--- src/rtl/immed_encoder_if.sv ---
// immed_encoder_if
//   Request/response bundle for the instruction-word encoder.
//   Request side : in_valid/in_ready handshake plus fmt, opcode, rd, rs1,
//                  rs2, funct3 and the full 32-bit immed.
//   Response side: out_valid/out_ready handshake plus instrn, out_last,
//                  range_err, and the fmt_err pulse.
//   master : the requester that also consumes the encoded words.
//   slave  : the encoder itself.
interface immed_encoder_if;
  logic        in_valid;
  logic        in_ready;
  logic [2:0]  fmt;
  logic [6:0]  opcode;
  logic [4:0]  rd;
  logic [4:0]  rs1;
  logic [4:0]  rs2;
  logic [2:0]  funct3;
  logic [31:0] immed;
  logic        out_valid;
  logic        out_ready;
  logic [31:0] instrn;
  logic        out_last;
  logic        range_err;
  logic        fmt_err;

  modport master (
    output in_valid, fmt, opcode, rd, rs1, rs2, funct3, immed, out_ready,
    input  in_ready, out_valid, instrn, out_last, range_err, fmt_err
  );

  modport slave (
    input  in_valid, fmt, opcode, rd, rs1, rs2, funct3, immed, out_ready,
    output in_ready, out_valid, instrn, out_last, range_err, fmt_err
  );
endinterface

--- src/rtl/immed_encoder.sv ---
// immed_encoder
//   Packs a format code, register/funct fields and a 32-bit immediate into a
//   RISC-V U/I/S/B/J instruction word, or expands a load-immediate (fmt 5)
//   into a LUI beat followed by an ADDI beat. Output is fully registered.
//   Ports:
//     CLK  - clock, rising edge
//     RST  - synchronous active-high reset
//     bus  - immed_encoder_if.slave (request and response handshakes)
module immed_encoder (
  input  logic           CLK,
  input  logic           RST,
  immed_encoder_if.slave bus
);

  typedef enum logic [1:0] {IDLE, ONE, LI_HI, LI_LO} state_e;

  state_e      state_q, state_d;
  logic [31:0] instrn_q, instrn_d;
  logic [31:0] addi_q, addi_d;
  logic        last_q, last_d;
  logic        rerr_q, rerr_d;
  logic        fmt_err_q, fmt_err_d;
  logic        accept;

  // Single-word encodings; fmt 5 yields the LUI half of a load-immediate.
  // The LUI upper field is rounded up when bit 11 is set because the
  // following ADDI sign-extends its 12-bit immediate.
  function automatic logic [31:0] encode(input logic [2:0]  f,
                                         input logic [6:0]  op,
                                         input logic [4:0]  rd,
                                         input logic [4:0]  rs1,
                                         input logic [4:0]  rs2,
                                         input logic [2:0]  f3,
                                         input logic [31:0] imm);
    logic [19:0] hi;
    hi = imm[31:12] + {19'd0, imm[11]};
    case (f)
      3'd0:    encode = {imm[31:12], rd, op};
      3'd1:    encode = {imm[11:0], rs1, f3, rd, op};
      3'd2:    encode = {imm[11:5], rs2, rs1, f3, imm[4:0], op};
      3'd3:    encode = {imm[12], imm[10:5], rs2, rs1, f3, imm[4:1], imm[11], op};
      3'd4:    encode = {imm[20], imm[10:1], imm[11], imm[19:12], rd, op};
      3'd5:    encode = {hi, rd, 7'b0110111};
      default: encode = '0;
    endcase
  endfunction

  // Flags immediates whose discarded high bits are not a pure sign
  // extension (or, for branch/jump offsets, that are odd).
  function automatic logic range_chk(input logic [2:0] f, input logic [31:0] imm);
    case (f)
      3'd0:       range_chk = (imm[11:0] != 12'd0);
      3'd1, 3'd2: range_chk = !(&imm[31:11] || ~|imm[31:11]);
      3'd3:       range_chk = imm[0] || !(&imm[31:12] || ~|imm[31:12]);
      3'd4:       range_chk = imm[0] || !(&imm[31:20] || ~|imm[31:20]);
      default:    range_chk = 1'b0;
    endcase
  endfunction

  // State register
  always_ff @(posedge CLK) begin
    if (RST) begin
      state_q   <= IDLE;
      instrn_q  <= '0;
      addi_q    <= '0;
      last_q    <= 1'b0;
      rerr_q    <= 1'b0;
      fmt_err_q <= 1'b0;
    end else begin
      state_q   <= state_d;
      instrn_q  <= instrn_d;
      addi_q    <= addi_d;
      last_q    <= last_d;
      rerr_q    <= rerr_d;
      fmt_err_q <= fmt_err_d;
    end
  end

  // Next-state and holding-register logic
  always_comb begin
    state_d   = state_q;
    instrn_d  = instrn_q;
    addi_d    = addi_q;
    last_d    = last_q;
    rerr_d    = rerr_q;
    fmt_err_d = 1'b0;
    accept    = bus.in_valid && bus.in_ready;

    case (state_q)
      IDLE: ;
      ONE, LI_LO: if (bus.out_ready) state_d = IDLE;
      LI_HI: begin
        if (bus.out_ready) begin
          state_d  = LI_LO;
          instrn_d = addi_q;
          last_d   = 1'b1;
          rerr_d   = 1'b0;
        end
      end
      default: state_d = IDLE;
    endcase

    // in_ready is only high when the current word is gone or leaving this
    // cycle, so a new request may simply overwrite the drain decision.
    if (accept) begin
      case (bus.fmt)
        3'd0, 3'd1, 3'd2, 3'd3, 3'd4: begin
          state_d  = ONE;
          instrn_d = encode(bus.fmt, bus.opcode, bus.rd, bus.rs1, bus.rs2,
                            bus.funct3, bus.immed);
          last_d   = 1'b1;
          rerr_d   = range_chk(bus.fmt, bus.immed);
        end
        3'd5: begin
          state_d  = LI_HI;
          instrn_d = encode(bus.fmt, bus.opcode, bus.rd, bus.rs1, bus.rs2,
                            bus.funct3, bus.immed);
          addi_d   = {bus.immed[11:0], bus.rd, 3'b000, bus.rd, 7'b0010011};
          last_d   = 1'b0;
          rerr_d   = 1'b0;
        end
        default: begin
          state_d   = IDLE;
          fmt_err_d = 1'b1;
        end
      endcase
    end
  end

  // Outputs
  always_comb begin
    bus.out_valid = (state_q != IDLE);
    bus.in_ready  = !RST && ((state_q == IDLE) ||
                             (((state_q == ONE) || (state_q == LI_LO)) && bus.out_ready));
    bus.instrn    = instrn_q;
    bus.out_last  = last_q;
    bus.range_err = rerr_q;
    bus.fmt_err   = fmt_err_q;
  end

endmodule

--- src/flat_wrapper.sv ---
// flat-port wrapper written by rule: the top's interface ports become plain ports
module immed_encoder_flat 
  (CLK, RST, bus_in_valid, bus_fmt, bus_opcode, bus_rd, bus_rs1, bus_rs2, bus_funct3, bus_immed, bus_out_ready, bus_in_ready, bus_out_valid, bus_instrn, bus_out_last, bus_range_err, bus_fmt_err);
  immed_encoder_if bus_i ();
  input  logic CLK;
  input  logic RST;
  input wire logic [$bits(bus_i.in_valid)-1:0] bus_in_valid;
  input wire logic [$bits(bus_i.fmt)-1:0] bus_fmt;
  input wire logic [$bits(bus_i.opcode)-1:0] bus_opcode;
  input wire logic [$bits(bus_i.rd)-1:0] bus_rd;
  input wire logic [$bits(bus_i.rs1)-1:0] bus_rs1;
  input wire logic [$bits(bus_i.rs2)-1:0] bus_rs2;
  input wire logic [$bits(bus_i.funct3)-1:0] bus_funct3;
  input wire logic [$bits(bus_i.immed)-1:0] bus_immed;
  input wire logic [$bits(bus_i.out_ready)-1:0] bus_out_ready;
  output wire logic [$bits(bus_i.in_ready)-1:0] bus_in_ready;
  output wire logic [$bits(bus_i.out_valid)-1:0] bus_out_valid;
  output wire logic [$bits(bus_i.instrn)-1:0] bus_instrn;
  output wire logic [$bits(bus_i.out_last)-1:0] bus_out_last;
  output wire logic [$bits(bus_i.range_err)-1:0] bus_range_err;
  output wire logic [$bits(bus_i.fmt_err)-1:0] bus_fmt_err;
  assign bus_i.in_valid = bus_in_valid;
  assign bus_i.fmt = bus_fmt;
  assign bus_i.opcode = bus_opcode;
  assign bus_i.rd = bus_rd;
  assign bus_i.rs1 = bus_rs1;
  assign bus_i.rs2 = bus_rs2;
  assign bus_i.funct3 = bus_funct3;
  assign bus_i.immed = bus_immed;
  assign bus_i.out_ready = bus_out_ready;
  assign bus_in_ready = bus_i.in_ready;
  assign bus_out_valid = bus_i.out_valid;
  assign bus_instrn = bus_i.instrn;
  assign bus_out_last = bus_i.out_last;
  assign bus_range_err = bus_i.range_err;
  assign bus_fmt_err = bus_i.fmt_err;
  immed_encoder u_core (.CLK(CLK), .RST(RST), .bus(bus_i));
endmodule
--- config.mk ---
export PLATFORM = sky130hd
export DESIGN_NAME = immed_encoder_flat
export DESIGN_NICKNAME = d
export VERILOG_FILES = /design/src/rtl/immed_encoder_if.sv /design/src/rtl/immed_encoder.sv /design/src/flat_wrapper.sv
export SDC_FILE = /design/constraint.sdc
export NUM_CORES = 1
export LEC_CHECK = 0
export ABC_AREA = 1
export CAP_MARGIN = 20
export CORE_AREA = 3 3 98 82
export CTS_BUF_LIST = sky130_fd_sc_hd__clkbuf_4
export CTS_CLUSTER_DIAMETER = 120
export DETAILED_ROUTE_END_ITERATION = 16
export DIE_AREA = 0 0 101 85
export PLACE_DENSITY_LB_ADDON = 0.1
export SETUP_SLACK_MARGIN = 0.2
export SYNTH_ARGS = -nofsm -noshare
export SYNTH_HDL_FRONTEND = slang
export SYNTH_SLANG_ARGS = --single-unit
--- constraint.sdc ---
create_clock -name CLK -period 1.7 [get_ports CLK]
set_clock_uncertainty 0.15 [all_clocks]
set_input_delay 0.255 -clock CLK [delete_from_list [all_inputs] [get_ports CLK]]
set_output_delay 0.255 -clock CLK [all_outputs]
set_load 0.02 [all_outputs]
==> run summary, run 1 <==
status -> finished with violations
failing checks -> negative setup slack
leakage -> 2.715 nW
synthesized net count -> 638
cells after synthesis -> 571
drt wl/cell -> 16.09 um
GR Util met1 -> 40.51%
grt met2 use -> 49.07%
remaining antenna violation count -> 0
Cell Area, Synth -> 3531 um2
first drt pass iteration count -> 5
most frequent cells in the layout -> nand2_1 (141), buf_4 (101), inv_1 (61)
Tot Pwr -> 3.370 mW
post-DR vias/cell -> 5.463
initial antenna violation count -> 0
fraction of layout instances using a drive strength above 1 -> 33.97%
vias post-DR -> 4753
Clock transition at path regs -> 180 ps
fin cells -> 870
Cell Pwr Density -> 574.8 nW/um2
worst hold margin -> 211.4 ps
cell area after layout -> 5863 um2
max cap viols -> 0
met3 usage -> 3.451%
# rows -> 28
Root Driver -> clkbuf_4
Final Util -> 81.24%
latest clock arrival within the worst-skew pair -> 410 ps
dpl ws -> -720.7 ps
post-synthesis sequential area ratio -> 31.18%
initial DRC count -> 401
period utilisation layout -> 107.7%
post-route minimum period -> 1831 ps
CP Capture Type -> flop
worst setup path class -> flop to flop
Slew HR -> 70.20%
final WL -> 14.00 mm
maximum clock path buffer count -> 2
Yosys reg bits -> 55
post-synthesis cell type count -> 38
Diodes inserted -> 0
overall global routing resource usage -> 30.09%
Ports -> 101
most common cell after layout, fill and taps aside -> nand2_1
CP startpoint kind -> flop
CTS Buf Count -> 5
CORE AREA -> 7217 um2
first-pass GRT wire length -> 20.93 mm
Synth Warn # -> 0
H-tree levels -> 2
CP max FO -> 6
Starting Density -> 48.93%
maximum VDD drop -> 593.4 uV
Post-Syn Area per Cell -> 6.184 um2
DP Wirelength -> 9.881 mm
Final Setup Violations -> 32
Max Fclk -> 546.1 MHz
Worst Tran Pin Value -> 447.0 ps
DP Area -> 5405 um2
grt ovf -> 0
CTS tree -> done
I/O Buffers -> 100
synth-to-layout area growth -> 66.05%
worst hold path type -> input port to flop
top post-synthesis cells by area -> dfxtp_1 (31%), nand2_1 (17%), inv_1 (7.4%)
die height -> 85 um
PnR worst setup slack -> -131.2 ps
Worst Path Arrival -> 1950 ps
RSZ-0062 raised after global routing -> true
Final GP Congestion -> 0.9737
die area -> 8585 um2
largest net degree at the start of global routing -> 39
setup_tns -> -1556 ps
DIE WIDTH -> 101 um
Nets -> 846
Most Crowded Layer GR -> met2
placed cells -> 841
Yosys top cell by area -> dfxtp_1
Yosys top cell area share -> 31.18%
Worst Path Required -> 1820 ps
Post-CTS Hold Buffers -> 0
Hold Violations, Final -> 0
DR DRC count -> 0
clock sink count -> 55
vias in the first global route -> 4453
Slew Viols, Final -> 0
[sequential cells by signal, indices dropped and copies added (netlist names)]
signal and cells:
u_core.addi_q 18, u_core.bus.fmt_err 1, u_core.bus.out_last 1, u_core.state_q 2, u_core.bus.instrn 32, u_core.bus.range_err 1
[cells in the mapped netlist (all sizes together)]
cell / number
a211oi: 3
o21ai: 48
inv: 72
o21bai: 1
or2: 2
nor2: 67
nand3: 34
a31oi: 10
nand2: 166
nand4: 5
o221ai: 2
o311ai: 1
o22ai: 2
a21oi: 51
xor2: 3
o2111ai: 2
mux2i: 2
buf: 15
a21boi: 2
clkbuf: 7
a22oi: 2
o211ai: 5
dfxtp: 55
ha: 3
nor3: 11
[worst max-delay path, stage by stage (launching register included)]
cell     delay (ps)
dfxtp_2         370
inv_2            70
nor2_4           40
nor3_4          210
nand2_4         110
buf_12          150
nor2_8          130
buf_12          140
inv_1           120
nand2_1          90
a31oi_1         110
[logic make-up (layout without fill, tap and decap cells)]
logic type	Yosys count	count (layout)	synth area share, %
and+or+nand+nor	285	285	34.48
AOI/OAI and AO/OA	129	129	20.30
buffers and inverters	94	303	11.66
DFF	55	55	31.18
adders and majority gates	3	3	1.063
xor gates and xnor gates	3	3	0.7443
muxes	2	2	0.5670
[path summary, 6_finish.rpt]
kind	cells after the start	end	slack, ps	start
worst min-delay path	4	u_core.bus.instrn[21]$_SDFF_PP0_	210	bus_immed[21]
worst min register to register	2	u_core.bus.instrn[14]$_SDFF_PP0_	330	u_core.bus.instrn[14]$_SDFF_PP0_
worst max-delay path	10	u_core.bus.instrn[23]$_SDFF_PP0_	-130	u_core.state_q[1]$_SDFFE_PP0P_
worst max register to register	10	u_core.bus.instrn[23]$_SDFF_PP0_	-130	u_core.state_q[1]$_SDFFE_PP0P_
[where the power goes]
| part | total, mW | internal [mW] | leakage, nW | switching (mW) |
|---|---|---|---|---|
| Sequential | 1.41 | 1.36 | 0.449 | 0.0504 |
| Combinational | 1.34 | 0.645 | 2.24 | 0.700 |
| Clock | 0.614 | 0.160 | 0.0288 | 0.454 |
| Total | 3.37 | 2.17 | 2.71 | 1.20 |
[routing by layer]
| metal | vias to the layer above | part of all wire (%) |
|---|---|---|
| met5 | - | 0 |
| met4 | 0 | 3.8 |
| met3 | 51 | 7.4 |
| met2 | 241 | 48 |
| met1 | 2188 | 41 |
| li1 | 2273 | - |
[area by class of cell]
| type | count | area [um2] |
|---|---|---|
| fillers | 504 | 1354 |
| clock buffers | 5 | 37.54 |
| inverters | 72 | 284.0 |
| multi-input cells | 422 | 2301 |
| clock inverters | 3 | 20.02 |
| repair buffers | 223 | 1998 |
| flip-flops and latches | 55 | 1110 |
| well taps | 90 | 112.6 |
[repair_timing]
| action | in CTS | in global routing |
|---|---|---|
| cloned | 0 | 1 |
| resized for setup | 157 | 87 |
| setup endpoints to repair | 91 | 83 |
| buffers inserted | 9 | 11 |
| pin swaps | 6 | 24 |
No activity file was read; power rests on OpenSTA's default activity.
==> run 2: changes to the inputs <==
- SETUP_SLACK_MARGIN: 0.2 -> 0.15
==> run summary, run 2 (synthesized netlist as in run 1, its figures left out) <==
status -> finished with violations
failing checks -> negative setup slack
reg-to-reg setup timing slack -> -130 ps
Largest register FFs -> 32
PnR worst setup slack -> -134.3 ps
die area -> 8585 um2
Setup crit end -> u_core.bus.instrn[23]$_SDFF_PP0_
post-route minimum period -> 1834 ps
Nets -> 848
I/O Buffers -> 100
Worst Path Arrival -> 1940 ps
Hold Violations, Final -> 0
Crit path max-delay family -> simple AND/OR/NAND/NOR gates
Tot Pwr -> 3.422 mW
Final Setup Violations -> 39
Clk pwr share -> 17.6%
maximum clock path buffer count -> 2
Cell Pwr Density -> 569.2 nW/um2
synth-to-layout area growth -> 70.27%
largest net degree at the start of global routing -> 39
DIE WIDTH -> 101 um
first-pass GRT wire length -> 21.33 mm
Slew Viols, Final -> 0
worst setup path class -> flop to flop
leakage -> 2.813 nW
CP max FO -> 7
Seq pwr share -> 41.4%
Psw -> 1.220 mW
# rows -> 28
RSZ-0062 raised after global routing -> true
vias in the first global route -> 4459
Diodes inserted -> 0
max cap viols -> 0
Max Fclk -> 545.2 MHz
Slew HR -> 70.36%
Worst path depth -> 10
Fillers -> 450
Comb power frac -> 41.0%
switching share of total power -> 35.66%
overall global routing resource usage -> 30.62%
CP cell instances -> inv_2 -> nor2_4 -> nor3_4 -> nand2_2 -> buf_6 -> nor2_8 -> buf_12 -> inv_1 -> nand2_1 -> a31oi_1
cell-internal power -> 2.202 mW
slowest stage delay, CP -> 370 ps
CTS Buf Count -> 5
most frequent cells in the layout -> nand2_1 (141), buf_4 (102), inv_1 (61)
latest clock arrival within the worst-skew pair -> 370 ps
CP Capture Type -> flop
Clock transition at path regs -> 170 ps
worst r2r src -> u_core.state_q[1]$_SDFFE_PP0P_
grt ovf -> 0
vias post-DR -> 4899
clock sink count -> 55
Final Util -> 83.30%
period utilisation layout -> 107.9%
Crit Reg-Reg Endpoint -> u_core.bus.instrn[23]$_SDFF_PP0_
worst hold margin -> 263.2 ps
die height -> 85 um
Multi-input gate area -> 2344 um2
initial DRC count -> 509
Worst Path Required -> 1810 ps
drt wl/cell -> 17.13 um
post-DR vias/cell -> 5.618
remaining antenna violation count -> 0
cells on worst reg2reg path -> 10
CP bufs+invs -> 4
fraction of layout instances using a drive strength above 1 -> 29.80%
CP startpoint kind -> flop
CP max-delay cell -> dfxtp_2
H-tree levels -> 2
CORE AREA -> 7217 um2
Critical Path Source -> u_core.state_q[1]$_SDFFE_PP0P_
final WL -> 14.94 mm
Worst Tran Pin Value -> 444.7 ps
Root Driver -> clkbuf_4
Register Area -> 1106 um2
Starting Density -> 48.93%
DR DRC count -> 0
CTS tree -> done
first drt pass iteration count -> 7
most common cell after layout, fill and taps aside -> nand2_1
initial antenna violation count -> 0
DP Wirelength -> 9.898 mm
Final GP Congestion -> 0.9436
maximum VDD drop -> 439.0 uV
worst hold path type -> input port to flop
Ports -> 101
## run 2: what timing repair did
item,in CTS,in global routing
cloned,3,2
setup endpoints to repair,89,65
resized for setup,111,91
buffers inserted,10,5
pin swaps,15,18
hold buffers,0,0
## run 2: power groups by stage
| stage | Combinational [mW] | Sequential, mW | Clock [mW] |
|---|---|---|---|
| floorplan | 0.481 | 1.49 | 0 |
| global placement | 1.15 | 1.43 | 0 |
| detailed placement | 1.17 | 1.43 | 0 |
| CTS | 1.28 | 1.41 | 0.600 |
| global route | 1.49 | 1.42 | 0.637 |
| finish | 1.40 | 1.42 | 0.603 |
## run 2: metal layers
metal / global-route usage, % / up-vias / part of all wire [%] / wire, um
met5: 0 / - / 0 / 0
met4: 9.058 / 0 / 4.7 / 702
met3: 4.108 / 81 / 9.2 / 1370
met2: 51.17 / 336 / 47 / 6977
met1: 41.23 / 2204 / 39 / 5889
li1: - / 2278 / - / -
## run 2: how the worst min path moves through the flow
stage,startpoint,to,slack (ps),cells after the start
3_3_place_gp,u_core.bus.instrn[3]$_SDFF_PP0_,u_core.bus.instrn[3]$_SDFF_PP0_,300,2
3_5_place_dp,u_core.bus.instrn[6]$_SDFF_PP0_,u_core.bus.instrn[6]$_SDFF_PP0_,310,2
2_1_floorplan,bus_fmt[1],u_core.bus.fmt_err$_SDFF_PP0_,250,2
6_report,bus_opcode[6],u_core.bus.instrn[6]$_SDFF_PP0_,260,3
4_1_cts,bus_opcode[6],u_core.bus.instrn[6]$_SDFF_PP0_,260,3
5_1_grt,bus_opcode[6],u_core.bus.instrn[6]$_SDFF_PP0_,290,3
## run 2: final cells by class
cell class | count | share of cell area, %
Clock buffer | 6 | 0.7492
Clock inverter | 2 | 0.2081
Inverter | 72 | 4.870
Multi-Input combinational cell | 422 | 38.98
Sequential cell | 55 | 18.40
Tap cell | 90 | 1.873
Timing Repair Buffer | 225 | 34.92
## run 2: worst min-delay path, cell delays in order
cell	delay, ps
clkdlybuf4s50_1	390
nand2_1	70
a21oi_1	50
## run 2: stage by stage
stage / setup WS [ps] / instances / setup TNS [ps] / area (um2)
floorplan: 5.385 / 571 / 0 / 3585
global placement: -617.4 / 844 / -18720 / 5378
detailed placement: -690.1 / 844 / -21160 / 5378
CTS: -72.09 / 865 / -850.6 / 5692
global route: -222.8 / 872 / -6146 / 6012
finish: -134.3 / 872 / -2491 / 6012
